==> src/rtl/ps2_pkg.sv <==
// Shared constants, prefix FSM states and the set-2 scancode to ASCII lookup
// used by the PS/2 keymap decoder.
package ps2_pkg;

  localparam logic [7:0] PS2_PFX_EXT = 8'hE0;
  localparam logic [7:0] PS2_PFX_BRK = 8'hF0;
  localparam logic [7:0] PS2_NULL    = 8'h00;
  localparam logic [7:0] PS2_ERR     = 8'hFF;
  localparam logic [7:0] PS2_LSHIFT  = 8'h12;
  localparam logic [7:0] PS2_RSHIFT  = 8'h59;
  localparam logic [7:0] PS2_CAPS    = 8'h58;

  typedef enum logic [1:0] {
    ST_IDLE    = 2'd0,
    ST_BRK     = 2'd1,
    ST_EXT     = 2'd2,
    ST_EXT_BRK = 2'd3
  } ps2_state_e;

  typedef struct packed {
    logic       valid;
    logic       letter;
    logic [7:0] base;
    logic [7:0] shifted;
  } ps2_char_t;

  function automatic ps2_char_t mk_letter(input logic [7:0] upper);
    ps2_char_t r;
    r.valid   = 1'b1;
    r.letter  = 1'b1;
    r.base    = upper | 8'h20;
    r.shifted = upper;
    return r;
  endfunction

  function automatic ps2_char_t mk_sym(input logic [7:0] base, input logic [7:0] shifted);
    ps2_char_t r;
    r.valid   = 1'b1;
    r.letter  = 1'b0;
    r.base    = base;
    r.shifted = shifted;
    return r;
  endfunction

  // Letters carry their uppercase form; digits carry base and shifted symbol.
  function automatic ps2_char_t ps2_lookup(input logic [7:0] code);
    ps2_char_t r;
    r = '0;
    case (code)
      8'h1C: r = mk_letter(8'h41);
      8'h32: r = mk_letter(8'h42);
      8'h21: r = mk_letter(8'h43);
      8'h23: r = mk_letter(8'h44);
      8'h24: r = mk_letter(8'h45);
      8'h2B: r = mk_letter(8'h46);
      8'h34: r = mk_letter(8'h47);
      8'h33: r = mk_letter(8'h48);
      8'h43: r = mk_letter(8'h49);
      8'h3B: r = mk_letter(8'h4A);
      8'h42: r = mk_letter(8'h4B);
      8'h4B: r = mk_letter(8'h4C);
      8'h3A: r = mk_letter(8'h4D);
      8'h31: r = mk_letter(8'h4E);
      8'h44: r = mk_letter(8'h4F);
      8'h4D: r = mk_letter(8'h50);
      8'h15: r = mk_letter(8'h51);
      8'h2D: r = mk_letter(8'h52);
      8'h1B: r = mk_letter(8'h53);
      8'h2C: r = mk_letter(8'h54);
      8'h3C: r = mk_letter(8'h55);
      8'h2A: r = mk_letter(8'h56);
      8'h1D: r = mk_letter(8'h57);
      8'h22: r = mk_letter(8'h58);
      8'h35: r = mk_letter(8'h59);
      8'h1A: r = mk_letter(8'h5A);
      8'h70: r = mk_sym(8'h30, 8'h29);
      8'h69: r = mk_sym(8'h31, 8'h21);
      8'h72: r = mk_sym(8'h32, 8'h40);
      8'h7A: r = mk_sym(8'h33, 8'h23);
      8'h6B: r = mk_sym(8'h34, 8'h24);
      8'h73: r = mk_sym(8'h35, 8'h25);
      8'h74: r = mk_sym(8'h36, 8'h5E);
      8'h6C: r = mk_sym(8'h37, 8'h26);
      8'h75: r = mk_sym(8'h38, 8'h2A);
      8'h7D: r = mk_sym(8'h39, 8'h28);
      8'h29: r = mk_sym(8'h20, 8'h20);
      8'h5A: r = mk_sym(8'h0D, 8'h0D);
      8'h66: r = mk_sym(8'h08, 8'h08);
      default: r = '0;
    endcase
    return r;
  endfunction

endpackage

==> src/rtl/ps2_char_fifo.sv <==
// Show-ahead character FIFO with sticky overflow; pops only when non-empty and
// holds the last shown character on ascii_out once drained.
module ps2_char_fifo #(
  parameter int DEPTH = 8,
  parameter int WIDTH = 8,
  parameter int CNT_W = $clog2(DEPTH + 1)
) (
  input  logic             clk,
  input  logic             rst,
  input  logic             push,
  input  logic [WIDTH-1:0] push_data,
  input  logic             pop_req,
  output logic [WIDTH-1:0] rd_data,
  output logic             rd_valid,
  output logic [CNT_W-1:0] count,
  output logic             overflow
);

  localparam int PTR_W = $clog2(DEPTH);

  logic [WIDTH-1:0] mem_q [DEPTH];
  logic [WIDTH-1:0] mem_d [DEPTH];
  logic [PTR_W-1:0] wr_ptr_q, wr_ptr_d;
  logic [PTR_W-1:0] rd_ptr_q, rd_ptr_d;
  logic [CNT_W-1:0] count_q, count_d;
  logic [WIDTH-1:0] last_q, last_d;
  logic             ovf_q, ovf_d;
  logic             full, do_pop, do_push;

  assign rd_valid = (count_q != '0);
  assign rd_data  = rd_valid ? mem_q[rd_ptr_q] : last_q;
  assign count    = count_q;
  assign overflow = ovf_q;

  always_comb begin
    full     = (count_q == CNT_W'(DEPTH));
    do_pop   = pop_req && rd_valid;
    // A full FIFO still accepts a push when the head leaves in the same cycle.
    do_push  = push && (!full || do_pop);
    ovf_d    = ovf_q | (push & full & ~do_pop);
    mem_d    = mem_q;
    wr_ptr_d = wr_ptr_q;
    rd_ptr_d = rd_ptr_q;
    count_d  = count_q;
    last_d   = rd_valid ? mem_q[rd_ptr_q] : last_q;
    if (do_push) begin
      mem_d[wr_ptr_q] = push_data;
      wr_ptr_d        = wr_ptr_q + PTR_W'(1);
    end
    if (do_pop) begin
      rd_ptr_d = rd_ptr_q + PTR_W'(1);
    end
    case ({do_push, do_pop})
      2'b10:   count_d = count_q + CNT_W'(1);
      2'b01:   count_d = count_q - CNT_W'(1);
      default: count_d = count_q;
    endcase
  end

  always_ff @(posedge clk) begin
    if (rst) begin
      for (int i = 0; i < DEPTH; i++) mem_q[i] <= '0;
      wr_ptr_q <= '0;
      rd_ptr_q <= '0;
      count_q  <= '0;
      last_q   <= '0;
      ovf_q    <= 1'b0;
    end else begin
      mem_q    <= mem_d;
      wr_ptr_q <= wr_ptr_d;
      rd_ptr_q <= rd_ptr_d;
      count_q  <= count_d;
      last_q   <= last_d;
      ovf_q    <= ovf_d;
    end
  end

endmodule

==> src/rtl/ps2_keymap_decoder.sv <==
// PS/2 set-2 scancode to ASCII decoder: prefix FSM, shift/caps tracking and
// an output character FIFO. Caps-lock support is built when PS2_CAPSLOCK_EN is defined.
//
// state      | meaning
// ST_IDLE    | no prefix pending; next byte is a make code or a prefix
// ST_BRK     | F0 seen; next byte is a break code
// ST_EXT     | E0 seen; extended key, never produces output
// ST_EXT_BRK | E0 F0 seen; next byte ends the extended break
module ps2_keymap_decoder
  import ps2_pkg::*;
#(
  parameter int FIFO_DEPTH = 8,
  parameter int CNT_W      = $clog2(FIFO_DEPTH + 1)
) (
  input  logic             clk,
  input  logic             rst,
  input  logic [7:0]       code_in,
  input  logic             code_valid,
  output logic [7:0]       ascii_out,
  output logic             ascii_valid,
  input  logic             ascii_ready,
  output logic             shift_active,
  output logic             caps_active,
  output logic             overflow,
  output logic [CNT_W-1:0] fifo_count
);

  ps2_state_e state_q, state_d;
  logic       lshift_q, lshift_d;
  logic       rshift_q, rshift_d;
  logic       push;
  logic [7:0] push_char;
  logic       use_shift;
  ps2_char_t  lut;
  logic       caps_now;

`ifdef PS2_CAPSLOCK_EN
  logic caps_q, caps_d;
  logic caps_held_q, caps_held_d;
  assign caps_now = caps_q;
`else
  assign caps_now = 1'b0;
`endif

  assign shift_active = lshift_q | rshift_q;
  assign caps_active  = caps_now;

  always_comb begin
    state_d   = state_q;
    lshift_d  = lshift_q;
    rshift_d  = rshift_q;
`ifdef PS2_CAPSLOCK_EN
    caps_d      = caps_q;
    caps_held_d = caps_held_q;
`endif
    push      = 1'b0;
    push_char = 8'h00;
    lut       = ps2_lookup(code_in);
    use_shift = lut.letter ? (shift_active ^ caps_now) : shift_active;
    if (code_valid) begin
      case (state_q)
        ST_IDLE: begin
          if (code_in == PS2_PFX_BRK) begin
            state_d = ST_BRK;
          end else if (code_in == PS2_PFX_EXT) begin
            state_d = ST_EXT;
          end else if (code_in == PS2_NULL || code_in == PS2_ERR) begin
            state_d = ST_IDLE;
          end else if (code_in == PS2_LSHIFT) begin
            lshift_d = 1'b1;
          end else if (code_in == PS2_RSHIFT) begin
            rshift_d = 1'b1;
`ifdef PS2_CAPSLOCK_EN
          end else if (code_in == PS2_CAPS) begin
            // Typematic repeats arrive while held and must not re-toggle.
            if (!caps_held_q) caps_d = ~caps_q;
            caps_held_d = 1'b1;
`endif
          end else if (lut.valid) begin
            push      = 1'b1;
            push_char = use_shift ? lut.shifted : lut.base;
          end
        end
        ST_BRK: begin
          state_d = ST_IDLE;
          if (code_in == PS2_LSHIFT) lshift_d = 1'b0;
          if (code_in == PS2_RSHIFT) rshift_d = 1'b0;
`ifdef PS2_CAPSLOCK_EN
          if (code_in == PS2_CAPS) caps_held_d = 1'b0;
`endif
        end
        ST_EXT:     state_d = (code_in == PS2_PFX_BRK) ? ST_EXT_BRK : ST_IDLE;
        ST_EXT_BRK: state_d = ST_IDLE;
        default:    state_d = ST_IDLE;
      endcase
    end
  end

  always_ff @(posedge clk) begin
    if (rst) begin
      state_q  <= ST_IDLE;
      lshift_q <= 1'b0;
      rshift_q <= 1'b0;
`ifdef PS2_CAPSLOCK_EN
      caps_q      <= 1'b0;
      caps_held_q <= 1'b0;
`endif
    end else begin
      state_q  <= state_d;
      lshift_q <= lshift_d;
      rshift_q <= rshift_d;
`ifdef PS2_CAPSLOCK_EN
      caps_q      <= caps_d;
      caps_held_q <= caps_held_d;
`endif
    end
  end

  ps2_char_fifo #(
    .DEPTH(FIFO_DEPTH),
    .WIDTH(8),
    .CNT_W(CNT_W)
  ) u_fifo (
    .clk      (clk),
    .rst      (rst),
    .push     (push),
    .push_data(push_char),
    .pop_req  (ascii_ready),
    .rd_data  (ascii_out),
    .rd_valid (ascii_valid),
    .count    (fifo_count),
    .overflow (overflow)
  );

endmodule

==> config.mk <==
export PLATFORM = sky130hd
export DESIGN_NAME = ps2_keymap_decoder
export DESIGN_NICKNAME = d
export VERILOG_FILES = /design/src/rtl/ps2_pkg.sv /design/src/rtl/ps2_char_fifo.sv /design/src/rtl/ps2_keymap_decoder.sv
export SDC_FILE = /design/constraint.sdc
export NUM_CORES = 1
export LEC_CHECK = 0
export ABC_AREA = 1
export ABC_CLOCK_PERIOD_IN_PS = 2700
export BUFFER_PORTS_ARGS = -buffer_cell sky130_fd_sc_hd__buf_2
export CAP_MARGIN = 15
export CORE_MARGIN = 2
export CORE_UTILIZATION = 38
export CTS_CLUSTER_SIZE = 16
export DETAILED_ROUTE_END_ITERATION = 12
export PLACE_DENSITY = 0.62
export SYNTH_ARGS = -nofsm -noshare
export SYNTH_HDL_FRONTEND = slang
export SYNTH_SLANG_ARGS = --single-unit
==> constraint.sdc <==
create_clock -name clk -period 2.7 [get_ports clk]
set_clock_uncertainty 0.1 [all_clocks]
set_input_delay 0.405 -clock clk [delete_from_list [all_inputs] [get_ports clk]]
set_output_delay 0.405 -clock clk [all_outputs]
set_load 0.005 [all_outputs]
## Yosys cells after proc, flatten, opt, wreduce, memory -nomap -nowiden

Memories as Yosys holds them, arrays and structs flattened.
Cells that the tools add are included.

| storage, ports and cells | value |
|---|---|
| bits in registers | 87 |
| bits in read-only memories | 2048 |
| bits of input ports | 12 |
| output and inout bits | 16 |
| memories | 1 |

Memory list:

| name | depth | width | read ports | clocked after memory_dff | wr ports | line | source |
|---|---|---|---|---|---|---|---|
| (no name shown) | 128 | 16 | 1 | 0 | 0 | ps2_pkg.sv:49 | `case (code)` |

| cells by class | value |
|---|---|
| $add $sub $neg | 4 |
| magnitude comparators | 3 |
| equality and inequality tests | 20 |
| multiplexer cells | 44 |
| bitwise logic cells | 7 |
| reductions and logical operators | 15 |

Operators by type and width:

| operator | number |
|---|---|
| $mux W8 | 13 |
| $bwmux W64 | 1 |
| $bmux W8 S3 | 1 |
| $demux W8 S3 | 1 |
| $eq A8 B8 Y1 const B | 3 |
| $mux W1 | 19 |
| $mux W18 | 1 |
| $ne A2 B2 Y1 const B | 8 |
| $eq A8 B5 Y1 const B | 1 |
| $eq A8 B7 Y1 const B | 1 |
| $ge A4 B4 Y1 const B | 2 |
| $logic_not A8 Y1 | 1 |
| $mux W2 | 4 |
| $not A3 Y4 | 2 |
| $pmux W4 S2 | 1 |
| $reduce_and A8 Y1 | 1 |
| $reduce_and A7 Y1 | 1 |
| $add A3 B1 Y3 const B | 2 |
| $eq A2 B2 Y1 const B | 3 |
| $pmux W2 S3 | 1 |
| $add A4 B1 Y4 const B | 1 |
| $eq A2 B1 Y1 const B | 2 |
| $eq A4 B4 Y1 const B | 1 |
| $lt A4 B1 Y1 const B | 1 |
| 14 further kinds | 21 |

## Logic depth before layout (Yosys ltp)

Gate-level depths: netlist of run 1.
An unclocked memory read counts as a cell.

| depth | value |
|---|---|
| depth after elaboration | 13 |
| gate-level depth with buffers | 19 |

## Cells and area by module

A second synthesis of run 1 with hierarchy kept.

| second synthesis, totals | value |
|---|---|
| cells, all modules | 888 |
| area, all modules | 5580.4 µm² |

By module, submodules not included:

| module | instances | cells each | area each (µm²) | seq. area each (µm²) |
|---|---|---|---|---|
| ps2_char_fifo | 1 | 613 | 4113.9 | 1661.6 |
| ps2_keymap_decoder | 1 | 275 | 1466.4 | 80.1 |

## Least setup slack after synthesis of run 1

Ideal clock, no wire load.

| timing | value |
|---|---|
| path type | input -> register |
| start | in code_in[1] |
| end | reg u_fifo.count_q[2] (netlist: u_fifo.count[2]) |
| arrival | 2.744 ns |
| data required time | 2.485 ns |
| setup slack | -0.259 ns |
| cell stages on the path | 18 |
| cells stage by stage | inv_1 > ha_1 > nand2_1 > nand3_1 > nand2_1 > nand2_1 > nand3_1 > nand2_1 > nand2_1 > nor2_4 > nand2_1 > ha_1 > xor2_1 > ha_1 > a21oi_1 > xor2_1 > o21ai_0 > inv_1 |

| between the ends | value |
|---|---|
| longest elaborated chain between the ends | 13 |
| elaborated cells on any way between the ends | 22 |

Ends and longest elaborated chain:

| item | line | source |
|---|---|---|
| start: declaration | ps2_keymap_decoder.sv:17 | `input logic [7:0] code_in,` |
| $mem_v2 Z128 W16 | n/a |  |
| $mux W18 | ps2_pkg.sv:49 |  |
| $mux W1 | ps2_keymap_decoder.sv:79 | `end else if (lut.valid) begin` |
| $mux W1 | ps2_keymap_decoder.sv:71 | `end else if (code_in == PS2_RSHIFT) begin` |
| $mux W1 | ps2_keymap_decoder.sv:69 | `end else if (code_in == PS2_LSHIFT) begin` |
| $mux W1 | ps2_keymap_decoder.sv:67 | `end else if (code_in == PS2_NULL \|\| code_in == PS2_ERR) begin` |
| $mux W1 | ps2_keymap_decoder.sv:65 | `end else if (code_in == PS2_PFX_EXT) begin` |
| $mux W1 * | ps2_keymap_decoder.sv:63 | `if (code_in == PS2_PFX_BRK) begin` |
| $mux W1 * | ps2_keymap_decoder.sv:61 | `case (state_q)` |
| $mux W1 * | ps2_keymap_decoder.sv:60 | `if (code_valid) begin` |
| $logic_and A1 B1 Y1 * | ps2_char_fifo.sv:39 | `do_push = push && (!full \|\| do_pop);` |
| $eq A2 B1 Y1 / $eq A2 B2 Y1 (equally long branches) | ps2_char_fifo.sv:53 | `case ({do_push, do_pop})` |
| $pmux W4 S2 / $reduce_bool A2 Y1 (equally long branches) | n/a |  |
| end signal: assignment | ps2_char_fifo.sv:72 | `count_q <= count_d;` |
| end: declaration | ps2_char_fifo.sv:25 | `logic [CNT_W-1:0] count_q, count_d;` |

Every way passes the cells marked *; elsewhere a longest branch is shown, timed or not.
A chain may end at the register's enable or synchronous reset.

## Worst setup path in the final report of run 1

Ends and elaborated chain as after synthesis.

==> metrics.log, run 1 <==
[metrics] status: finished, final reports clean
[metrics] maximum clock insertion buffer count: 2
[metrics] Num CTS Buffers: 9
[metrics] Crit path required time: 2.83 ns
[metrics] max-capacitance violation count: 0
[metrics] Hold Path Cell Cnt: 3
[metrics] Met2 Wirelength: about 6.6 mm
[metrics] aggregate negative setup slack: 0 ns
[metrics] number of input and output port buffers inserted: 26
[metrics] maximum number of pins on one net before global-route repair: about 40
[metrics] Reg clk slew, reported paths: 0.06 ns
[metrics] average footprint of a synthesized cell: just over 6 um^2
[metrics] area share of the largest cell type after synthesis: between 30% and 40%
[metrics] Register-to-Register Path Depth: 15
[metrics] Avg Vias per Cell: approximately 5
[metrics] DPL Wire Length: ~11 mm
[metrics] type of the tightest min-delay check: in -> reg
[metrics] setup slack of the worst register-to-register path: just under 0.4 ns
[metrics] top metal layer carrying routed signals: met4
[metrics] commonest non-fill, non-tap cell in the layout: nand2_1
[metrics] post-layout total power: 4019 uW
[metrics] Num Clock Sinks: 79
[metrics] all-layer global routing usage: approximately a fifth
[metrics] post-synthesis register bit count: 79
[metrics] Detailed Routing Iterations Pass 1: 6
[metrics] depth of the CTS H-tree: 3
[metrics] maximum fanout count along the critical path: 6
[metrics] Max-slew headroom: around 64%
[metrics] remaining number of nets flagged by the antenna check after routing: 0
[metrics] area added between synthesis and finish: 25.83%
[metrics] leakage power figure: between 0.002 and 0.003 uW
[metrics] number of ports placed on the die boundary: 28
[metrics] gate count after technology mapping: approximately 810
[metrics] net count of the finished layout: 913
[metrics] detailed-route wire length: ~15 mm
[metrics] cell type with the highest aggregate area in the netlist: dfxtp_1
[metrics] Seq/Total Area, Yosys: 31.39%
[metrics] number of slew-limit violations in the final report: 0
[metrics] Chip Width: around 120 um
[metrics] min cycle time layout: ~2.6 ns
[metrics] count of final setup violators: 0
[metrics] antenna diode count: 0
[metrics] DIE AREA: approximately 14000 um^2
[metrics] number of synthesis warnings: 0
[metrics] final hold violations: 0
[metrics] aggregate global routing overflow: 0
[metrics] ratio of cells with drive above 1 in the final layout: about a fifth
[metrics] clock tree from TritonCTS: built
[metrics] drt drc: 0
[metrics] power density over the cells: between 600 and 700 nW/um^2
[metrics] Std-Cell Rows: 42
[metrics] number of antenna violations at the first check in global routing: 0
[metrics] Net Count, Synth: about 830
[metrics] synth unique cells: 36
[metrics] first-pass GRT wire length: approximately 24 mm
[metrics] instance area after placement: around 5800 um^2
[metrics] cell area after layout: between 6000 and 7000 um^2
[metrics] maximum vdd ir drop: 0.5422 mV
[metrics] endpoint type of the worst setup path: register
[metrics] initial cell density of the core: between 30% and 40%
[metrics] met3 wire len: 713 um
[metrics] routability congestion estimate: around 1
[metrics] core area: approximately 13000 um^2
[metrics] post-detailed-route wirelength per cell: 13.76 um
[metrics] clock latency on the worst-skew pair: approximately 0.33 ns
[metrics] via count of the first global-routing pass: between 5000 and 6000
[metrics] Root Buffer Master: clkbuf_16
[metrics] startpoint kind of the worst setup timing path: primary input
[metrics] final clock period utilization by the worst path: roughly 95%
[metrics] critical path data arrival time: approximately 2.7 ns
[metrics] mapped cell area: 5039 um^2
[metrics] total number of vias: 5445
[metrics] start-to-end type of the worst setup path: in -> reg
[metrics] Met1 Wirelength: just over 7 mm
[metrics] Tightest Pin Transition: ~0.55 ns
[metrics] maximum clock frequency: just under 400 MHz
[metrics] drt initial violations: 450
[metrics] commonest cells after routing, fill and taps aside: 187 x nand2_1, 115 x nor2_1, 82 x a21oi_1, 82 x buf_4, 80 x inv_1
[metrics] Chip Height: about 120 um
[metrics] cells taking the most area after synthesis: dfxtp_1 31%, nand2_1 15%, nor2_1 8.9%
## power by group
part	internal [uW]	leakage (uW)	total, uW	switching (uW)
combinational	585	0.00213	1460	876
sequential	1250	0.000638	1320	71.6
clock	744	0.000141	1240	496
total	2580	0.00291	4020	1440
## cell type report
class                      count  area (um^2)
clock buffer                  10        239.0
clock inverter                 6        70.07
fill                        1346         6745
inverter                      86        330.3
multi-input combinational    603         3123
sequential                    79         1582
tap                          176        220.2
timing repair buffer         109        775.7
## metrics by stage
| step | utilization [%] | std cells | worst slack (ns) | hold WS (ns) |
|---|---|---|---|---|
| 2_1_floorplan | - | 808 | 0.01532 | 0.3246 |
| 3_3_place_gp | 44.46 | 1046 | -0.1567 | 0.3328 |
| 3_5_place_dp | 44.46 | 1046 | -0.2244 | 0.3352 |
| 4_1_cts | 46.83 | 1062 | 0.1143 | 0.2727 |
| 5_1_grt | 48.45 | 1069 | -0.03227 | 0.2912 |
| 6_report | 48.45 | 1069 | 0.1374 | 0.2836 |
## critical path, cell delays in order
cell        delay, ns
buf_8            0.08
clkinvlp_4       0.21
ha_4             0.26
buf_4            0.14
nand2_4          0.08
nand3_1          0.10
nand2_1          0.09
nand2_1          0.06
nand3_2          0.09
nand2_2          0.06
nand2_2          0.08
nor2_4           0.05
nand2_4          0.07
ha_4             0.18
xor2_4           0.16
ha_2             0.19
a21oi_2          0.04
xor2_1           0.17
o21ai_0          0.14
inv_1            0.05
## kinds of logic (layout without fill, tap and decap cells)
kind of cell,count (synthesis),count (layout),share of synthesized area [%]
other,1,1,0.07443
AOI/OAI and AO/OA,150,150,15.72
adders and majority gates,13,13,3.228
xor gates and xnor gates,5,5,0.8691
buffers and inverters,126,211,10.48
and+or+nand+nor,434,434,38.24
DFF,79,79,31.39
## worst paths after layout
path	from	endpoint
worst max register to register	state_q[1]	u_fifo.count[3]
worst min-delay path	code_valid	state_q[1]
worst max-delay path	code_in[1]	u_fifo.count[2]
worst min register to register	u_fifo.last_q[7]	u_fifo.last_q[7]
## synth_stat cells
master	count
a21oi_1	84
a31oi_1	3
buf_1	2
buf_2	9
buf_4	2
buf_6	3
buf_8	1
clkbuf_1	21
clkbuf_2	2
clkinv_1	2
conb_1	1
dfxtp_1	79
ha_1	13
inv_1	82
inv_2	2
nand2_1	195
nand3_1	64
nand3_2	2
nand3b_1	1
nand4_1	34
nand4_4	5
nor2_1	119
nor2_2	1
nor2_4	1
nor3_1	9
nor4_1	1
o211ai_1	6
o21a_1	1
o21ai_0	48
o21ai_1	1
o221ai_1	4
o22ai_1	2
o31ai_1	1
or2_2	2
xnor2_1	1
xor2_1	4
## layer usage
layer / up-vias / GRT usage [%]
met5: - / 0
met1: 2451 / 29.80
met2: 156 / 32.87
li1: 2819 / -
met3: 19 / 3.448
met4: 0 / 5.804
## flip-flops by register name, summed over array words and instances, names as in the netlist
register and cells:
state_q 2, rshift_q 1, u_fifo.wr_ptr_q 3, lshift_q 1, u_fifo.rd_ptr_q 3, u_fifo.last_q 8, u_fifo.overflow 1, u_fifo.mem_q 56
u_fifo.count 4
## what timing repair did
| action | CTS | global route |
|---|---|---|
| buffers inserted | 0 | 7 |
| resized for setup | 0 | 36 |
| hold buffers | 0 | 0 |
| endpoints found under the hold margin | 0 | 0 |
| endpoints found under the setup margin | 0 | 29 |
No activity file was read; power rests on OpenSTA's default activity.
==> run 2, diff against run 1 <==
CORE_UTILIZATION = 30   (was 38)
PLACE_DENSITY = 0.53   (was 0.62)
==> run 2 against run 1 <==
Compared with the run above: flip-flop and latch count is the same; setup slack got worse by 0.023 ns; core utilization is 10 points lower; count of clock-buffer cells in the layout increased by 2; critical path depth decreased by 2; clock power down 7%; total power is 1.8% lower; non-clock buffer count is 2 higher; register-to-register slack about the same; first-iteration DRC count grew 1.8%; global-route usage is 3.5 points lower; critical path type unchanged; largest cell class unchanged; highest routed layer unchanged.
==> metrics.log, run 2 (same netlist as run 1, synthesis figures left out) <==
[metrics] initial cell density of the core: 30.49% (-8.0 points)
[metrics] all-layer global routing usage: 17.53% (-3.5 points)
[metrics] Avg Vias per Cell: 4.960 (-2.6%)
[metrics] net count of the finished layout: 915 (+0.22%)
[metrics] start-to-end type of the worst setup path: in -> reg
[metrics] remaining number of nets flagged by the antenna check after routing: 0 (unchanged)
[metrics] number of ports placed on the die boundary: 28 (unchanged)
[metrics] Num Clock Sinks: 79 (unchanged)
[metrics] final hold violations: 0 (unchanged)
[metrics] worst setup slack before clock tree synthesis: -0.1950 ns (+0.02940 ns)
[metrics] commonest cells after routing, fill and taps aside: 187 x nand2_1, 115 x nor2_1, 85 x buf_4
[metrics] number of instances in the placed design: 1094 (+4.6%)
[metrics] endpoint type of the worst setup path: register
[metrics] final clock period utilization by the worst path: 95.76% (+0.85 points)
[metrics] Root Buffer Master: clkbuf_16
[metrics] maximum fanout count along the critical path: 7 (+1)
[metrics] Detailed Routing Iterations Pass 1: 7 (+1)
[metrics] filler-free cell count of the finished design: 1115 (+4.3%)
[metrics] count of final setup violators: 0 (unchanged)
[metrics] detailed-route wire length: 15.38 mm (+4.5%)
[metrics] Chip Width: 133.6 um (+12%)
[metrics] first-pass GRT wire length: 25.20 mm (+3.0%)
[metrics] Reg clk slew, reported paths: 0.06 ns (about the same)
[metrics] Std-Cell Rows: 47 (+12%)
[metrics] number of antenna violations at the first check in global routing: 0 (unchanged)
[metrics] total of hold buffers inserted after clock tree synthesis: 0 (unchanged)
[metrics] number of slew-limit violations in the final report: 0 (unchanged)
[metrics] commonest non-fill, non-tap cell in the layout: nand2_1
[metrics] maximum number of pins on one net before global-route repair: 40 (-2.4%)
[metrics] maximum clock insertion buffer count: 2 (unchanged)
[metrics] status: finished, final reports clean
[metrics] DPL Wire Length: 11.29 mm (+5.4%)
[metrics] slack of the critical path: 0.1145 ns (-0.02289 ns)
[metrics] post-route worst hold slack: 0.2802 ns (-0.003414 ns)
[metrics] top register by number of flip-flops: u_fifo.mem_q
[metrics] total number of vias: 5530 (+1.6%)
[metrics] clock latency on the worst-skew pair: 0.34 ns (about the same)
[metrics] leakage power figure: 0.002916 uW (+0.38%)
[metrics] Max-slew headroom: 61.62% (-2.0 points)
[metrics] drt drc: 0 (unchanged)
[metrics] number of input and output port buffers inserted: 26 (unchanged)
[metrics] Tightest Pin Transition: 0.5751 ns (+0.02974 ns)
[metrics] depth of the CTS H-tree: 3 (unchanged)
[metrics] maximum clock frequency: 386.8 MHz (-0.89%)
[metrics] type of the tightest min-delay check: in -> reg
[metrics] via count of the first global-routing pass: 5083 (+0.67%)
[metrics] min cycle time layout: 2.586 ns (+0.02289 ns)
[metrics] critical path data arrival time: 2.71 ns (+0.02 ns)
[metrics] routability congestion estimate: 0.9095 (-9.2%)
[metrics] Crit path required time: 2.83 ns (about the same)
[metrics] Chip Height: 133.6 um (+12%)
[metrics] post-detailed-route wirelength per cell: 13.79 um (+0.23%)
[metrics] max-capacitance violation count: 0 (unchanged)
[metrics] area added between synthesis and finish: 25.68%
[metrics] DIE AREA: 17850 um^2 (+26%)
[metrics] instance area after placement: 5916 um^2 (+1.7%)
[metrics] drt initial violations: 458 (+1.8%)
[metrics] startpoint kind of the worst setup timing path: primary input
[metrics] Num CTS Buffers: 9 (unchanged)
[metrics] core area: 16520 um^2 (+26%)
[metrics] core occupancy in the finished layout: 38.32% (-10 points)
[metrics] maximum vdd ir drop: 0.4288 mV (-21%)
[metrics] clock tree from TritonCTS: built
[metrics] aggregate global routing overflow: 0 (unchanged)
[metrics] power density over the cells: 623.0 nW/um^2 (-1.7%)
[metrics] cell area after layout: 6332 um^2 (-0.12%)
[metrics] ratio of cells with drive above 1 in the final layout: 18.77% (-0.27 points)
[metrics] number of flip-flops under the largest register name: 56 (unchanged)
[metrics] antenna diode count: 0 (unchanged)
==> run 2: changes by cell type in the layout (fill, tap and decap cells not counted), sizes merged <==
cell	change
clkinvlp	-4
clkbuf	+2
buf	+2
bufinv	-1
clkinv	+3
==> run 2: worst paths after layout <==
path	startpoint	to	slack [ns]	cells after the start
worst max-delay path	code_in[1]	u_fifo.count[3]	0.11	18
worst min-delay path	code_valid	state_q[1]	0.28	3
worst max register to register	state_q[1]	u_fifo.count[3]	0.40	15
worst min register to register	u_fifo.last_q[7]	u_fifo.last_q[7]	0.34	2
==> run 2: per-layer routing <==
metal	wire [um]	GRT usage (%)	share of wire (%)
met4	258	5.674	1.7
met5	0	0	0
met1	7584	24.48	49
met3	733	3.120	4.8
met2	6803	27.41	44
==> run 2: worst max-delay path: stages <==
cell        delay (ns)
buf_4             0.10
clkinvlp_4        0.21
ha_4              0.25
nand3_4           0.11
nor2_2            0.06
nor2_2            0.10
nand3_2           0.12
nor2_4            0.13
nand2_2           0.07
nor2_4            0.14
nand2_4           0.07
ha_4              0.18
xnor2_2           0.14
nand3b_1          0.18
a21oi_1           0.16
o21ai_1           0.10
o21ai_1           0.14
a21oi_1           0.05
==> run 2: metrics by stage <==
step	TNS (ns)	power (uW)
final	0	3945
after global routing	-0.01248	4220
after CTS	0	3917
after detailed placement	-0.5634	2762
after global placement	-0.3198	2766
after floorplan	0	2188
==> run 2: power by group <==
group	total, uW	internal [uW]	switching [uW]
clock	1150	667	479
sequential	1300	1250	53.8
combinational	1500	588	911
total	3950	2500	1440
==> run 2: repair_timing <==
action | in CTS | in global routing
resized for setup | 0 | 26
endpoints found under the setup margin | 0 | 2
setup buffers | 0 | 5
==> run 2: final cells by class <==
class	count	area, um^2
fill	1784	10190
multi-input combinational	603	3089
sequential	79	1582
timing repair buffer	111	783.3
inverter	86	326.6
tap	220	275.3
clock buffer	12	256.5
clock inverter	4	20.02
==> run 3, diff against run 2 <==
ABC_CLOCK_PERIOD_IN_PS = 2600   (was 2700)
CELL_PAD_IN_SITES_DETAIL_PLACEMENT = 0   (was not set)
CELL_PAD_IN_SITES_GLOBAL_PLACEMENT = 1   (was not set)
PLACE_DENSITY = 0.65   (was 0.53)
REMOVE_ABC_BUFFERS = 1   (was not set)
clock period = 2.6 ns   (was 2.7 ns; I/O delays follow)
==> run 3 against run 2 <==
Compared with the run above: clock power grew 4%; setup slack better by 0.020 ns; wire length increased by 4.3%; first-iteration DRC count shrank 21%; count of clock-buffer cells in the layout down 3; global-route usage rose by 1.1 points; final area rose by 1.7%; hold slack improved by 0.079 ns.
==> metrics.log, run 3 (same netlist as run 1, synthesis figures left out) <==
[metrics] Tightest Pin Transition: 0.7811 ns (+0.2060 ns)
[metrics] number of slew-limit violations in the final report: 0 (unchanged)
[metrics] clock tree from TritonCTS: built
[metrics] total number of vias: 5518 (-0.22%)
[metrics] cell family with the largest share of critical-path delay: simple AND/OR/NAND/NOR gates
[metrics] worst setup slack before clock tree synthesis: -0.4597 ns (-0.2647 ns)
[metrics] post-detailed-route wirelength per cell: 14.16 um (+2.6%)
[metrics] Max-slew headroom: 47.87% (-14 points)
[metrics] Num Clock Sinks: 79 (unchanged)
[metrics] status: finished, final reports clean
[metrics] DIE AREA: 17850 um^2 (unchanged)
[metrics] drt drc: 0 (unchanged)
[metrics] Root Buffer Master: clkbuf_16
[metrics] power density over the cells: 639.4 nW/um^2 (+2.6%)
[metrics] core occupancy in the finished layout: 38.96% (+0.64 points)
[metrics] drt initial violations: 360 (-21%)
[metrics] Hold Path Cell Cnt: 2 (-1)
[metrics] startpoint kind of the worst setup timing path: primary input
[metrics] maximum number of pins on one net before global-route repair: 41 (+2.5%)
[metrics] aggregate negative setup slack: 0 ns (unchanged)
[metrics] aggregate global routing overflow: 0 (unchanged)
[metrics] final hold violations: 0 (unchanged)
[metrics] remaining number of nets flagged by the antenna check after routing: 0 (unchanged)
[metrics] Avg Vias per Cell: 4.870 (-1.8%)
[metrics] Register-to-Register Path Depth: 15 (unchanged)
[metrics] clock latency on the worst-skew pair: 0.35 ns (about the same)
[metrics] endpoint type of the worst setup path: register
[metrics] fillers: 1804 (+1.1%)
[metrics] number of input and output port buffers inserted: 26 (unchanged)
[metrics] worst path bufs/invs: 4 (+2)
[metrics] top register by number of flip-flops: u_fifo.mem_q
[metrics] antenna diode count: 0 (unchanged)
[metrics] Chip Width: 133.6 um (unchanged)
[metrics] routability congestion estimate: 0.8747 (-3.8%)
[metrics] core area: 16520 um^2 (unchanged)
[metrics] Stages on worst setup path: 21 (+3)
[metrics] number of flip-flops under the largest register name: 56 (unchanged)
[metrics] count of final setup violators: 0 (unchanged)
[metrics] start-to-end type of the worst setup path: in -> reg
[metrics] final clock period utilization by the worst path: 94.81%
[metrics] critical path data arrival time: 2.60 ns (-0.11 ns)
[metrics] type of the tightest min-delay check: reg -> reg
[metrics] initial cell density of the core: 30.49% (unchanged)
[metrics] min cycle time layout: between 2 and 2.5 ns
[metrics] detailed-route wire length: 16.04 mm (+4.3%)
[metrics] Crit path required time: 2.74 ns (-0.09 ns)
[metrics] ratio of cells with drive above 1 in the final layout: 20.15% (+1.4 points)
[metrics] net count of the finished layout: 933 (+2.0%)
[metrics] cell repeated most along the worst path: nand2_1
[metrics] largest stage delay on the critical path: 0.21 ns (-0.04 ns)
[metrics] setup slack of the worst register-to-register path: 0.20 ns (-0.20 ns)
[metrics] maximum clock frequency: 405.7 MHz
[metrics] number of ports placed on the die boundary: 28 (unchanged)
[metrics] max-capacitance violation count: 0 (unchanged)
[metrics] slack of the critical path: 0.1348 ns (+0.02037 ns)
[metrics] Num CTS Buffers: 9 (unchanged)
[metrics] post-layout total power: 4117 uW (+4.3%)
[metrics] commonest non-fill, non-tap cell in the layout: nand2_1
[metrics] maximum vdd ir drop: 0.3712 mV (-13%)
[metrics] maximum clock insertion buffer count: 2 (unchanged)
[metrics] commonest cells after routing, fill and taps aside: 187 x nand2_1, 119 x nor2_1, 103 x buf_4
[metrics] number of antenna violations at the first check in global routing: 0 (unchanged)
[metrics] maximum fanout count along the critical path: 5 (-2)
[metrics] all-layer global routing usage: 18.59% (+1.1 points)
[metrics] depth of the CTS H-tree: 3 (unchanged)
[metrics] Std-Cell Rows: 47 (unchanged)
[metrics] DPL Wire Length: 12.00 mm (+6.4%)
[metrics] area added between synthesis and finish: 27.79%
[metrics] Reg clk slew, reported paths: 0.06 ns (about the same)
[metrics] Chip Height: 133.6 um (unchanged)
[metrics] Detailed Routing Iterations Pass 1: 5 (-2)
[metrics] cell type of the slowest stage on the worst timing path: nand3b_1
[metrics] first-pass GRT wire length: 26.34 mm (+4.5%)
[metrics] via count of the first global-routing pass: 5161 (+1.5%)
[metrics] leakage power figure: 0.002985 uW (+2.4%)
[metrics] cells along the critical path: buf_6, inv_4, buf_4, ha_1, inv_1, nand2_1, nand3_1, nand2_1, nand2_1, nand2_1, nand2_2, a21oi_4, nor2_4, nand2_2, ha_4, xnor2_2, nand3b_1, a21oi_2, o21ai_2, o21ai_1, a21oi_1
-- run 3: cell types whose count changed in the layout (fill, tap and decap cells not counted), moves of 3 or more --
| cell | before | now |
|---|---|---|
| buf_4 | 85 | 103 |
| nor2_1 | 115 | 119 |
| nor2_2 | 3 | 0 |
| inv_6 | 0 | 4 |
-- run 3: timing repair --
item	CTS	global route
gates cloned	0	0
setup endpoints to repair	2	41
hold buffers	0	0
pin swaps	2	13
resized for setup	8	32
setup buffers	0	2
-- run 3: worst paths after layout --
kind | startpoint | to
max | code_in[1] | u_fifo.count[3]
min | u_fifo.mem_q[22] | u_fifo.mem_q[22]
max reg2reg | state_q[1] | u_fifo.count[3]
min reg2reg | u_fifo.mem_q[22] | u_fifo.mem_q[22]
-- run 3: where the power goes --
part	switching (uW)	internal [uW]
Combinational	967	609
Clock	542	656
Sequential	48.6	1290
-- run 3: area by class of cell --
class / instances / area [um^2] / area share [%]
Tap cell: 220 / 275.3 / 4.275
Clock inverter: 7 / 52.55 / 0.8162
Clock buffer: 9 / 225.2 / 3.498
Multi-Input combinational cell: 603 / 3052 / 47.40
Sequential cell: 79 / 1582 / 24.56
Timing Repair Buffer: 129 / 924.6 / 14.36
Inverter: 86 / 327.8 / 5.091
-- run 3: layer usage --
layer | wire length [um] | vias to the layer above | GRT usage (%)
met4 | 230 | 0 | 5.201
met1 | 7908 | 2528 | 25.51
met2 | 7229 | 109 | 29.67
met3 | 672 | 20 | 3.729
met5 | 0 | - | 0
li1 | - | 2861 | -
-- run 3: worst register-to-register path: stages, from the launching register on --
cell      delay [ns]
dfxtp_1         0.33
nor2_1          0.14
inv_1           0.05
nor2_1          0.12
nand3_2         0.13
nor2_4          0.15
nand2_2         0.07
nor2_4          0.14
nand2_2         0.10
ha_4            0.19
xnor2_2         0.13
nand3b_1        0.21
a21oi_2         0.18
o21ai_2         0.07
o21ai_1         0.13
a21oi_1         0.06
-- run 3: stage by stage --
step / hold slack, ns / instances / area, um^2
4_1_cts: 0.3614 / 1131 / 6316
3_3_place_gp: 0.3361 / 1115 / 6010
3_5_place_dp: 0.3517 / 1115 / 6010
6_report: 0.3591 / 1133 / 6439
5_1_grt: 0.3727 / 1133 / 6439
2_1_floorplan: 0.3221 / 768 / 4833
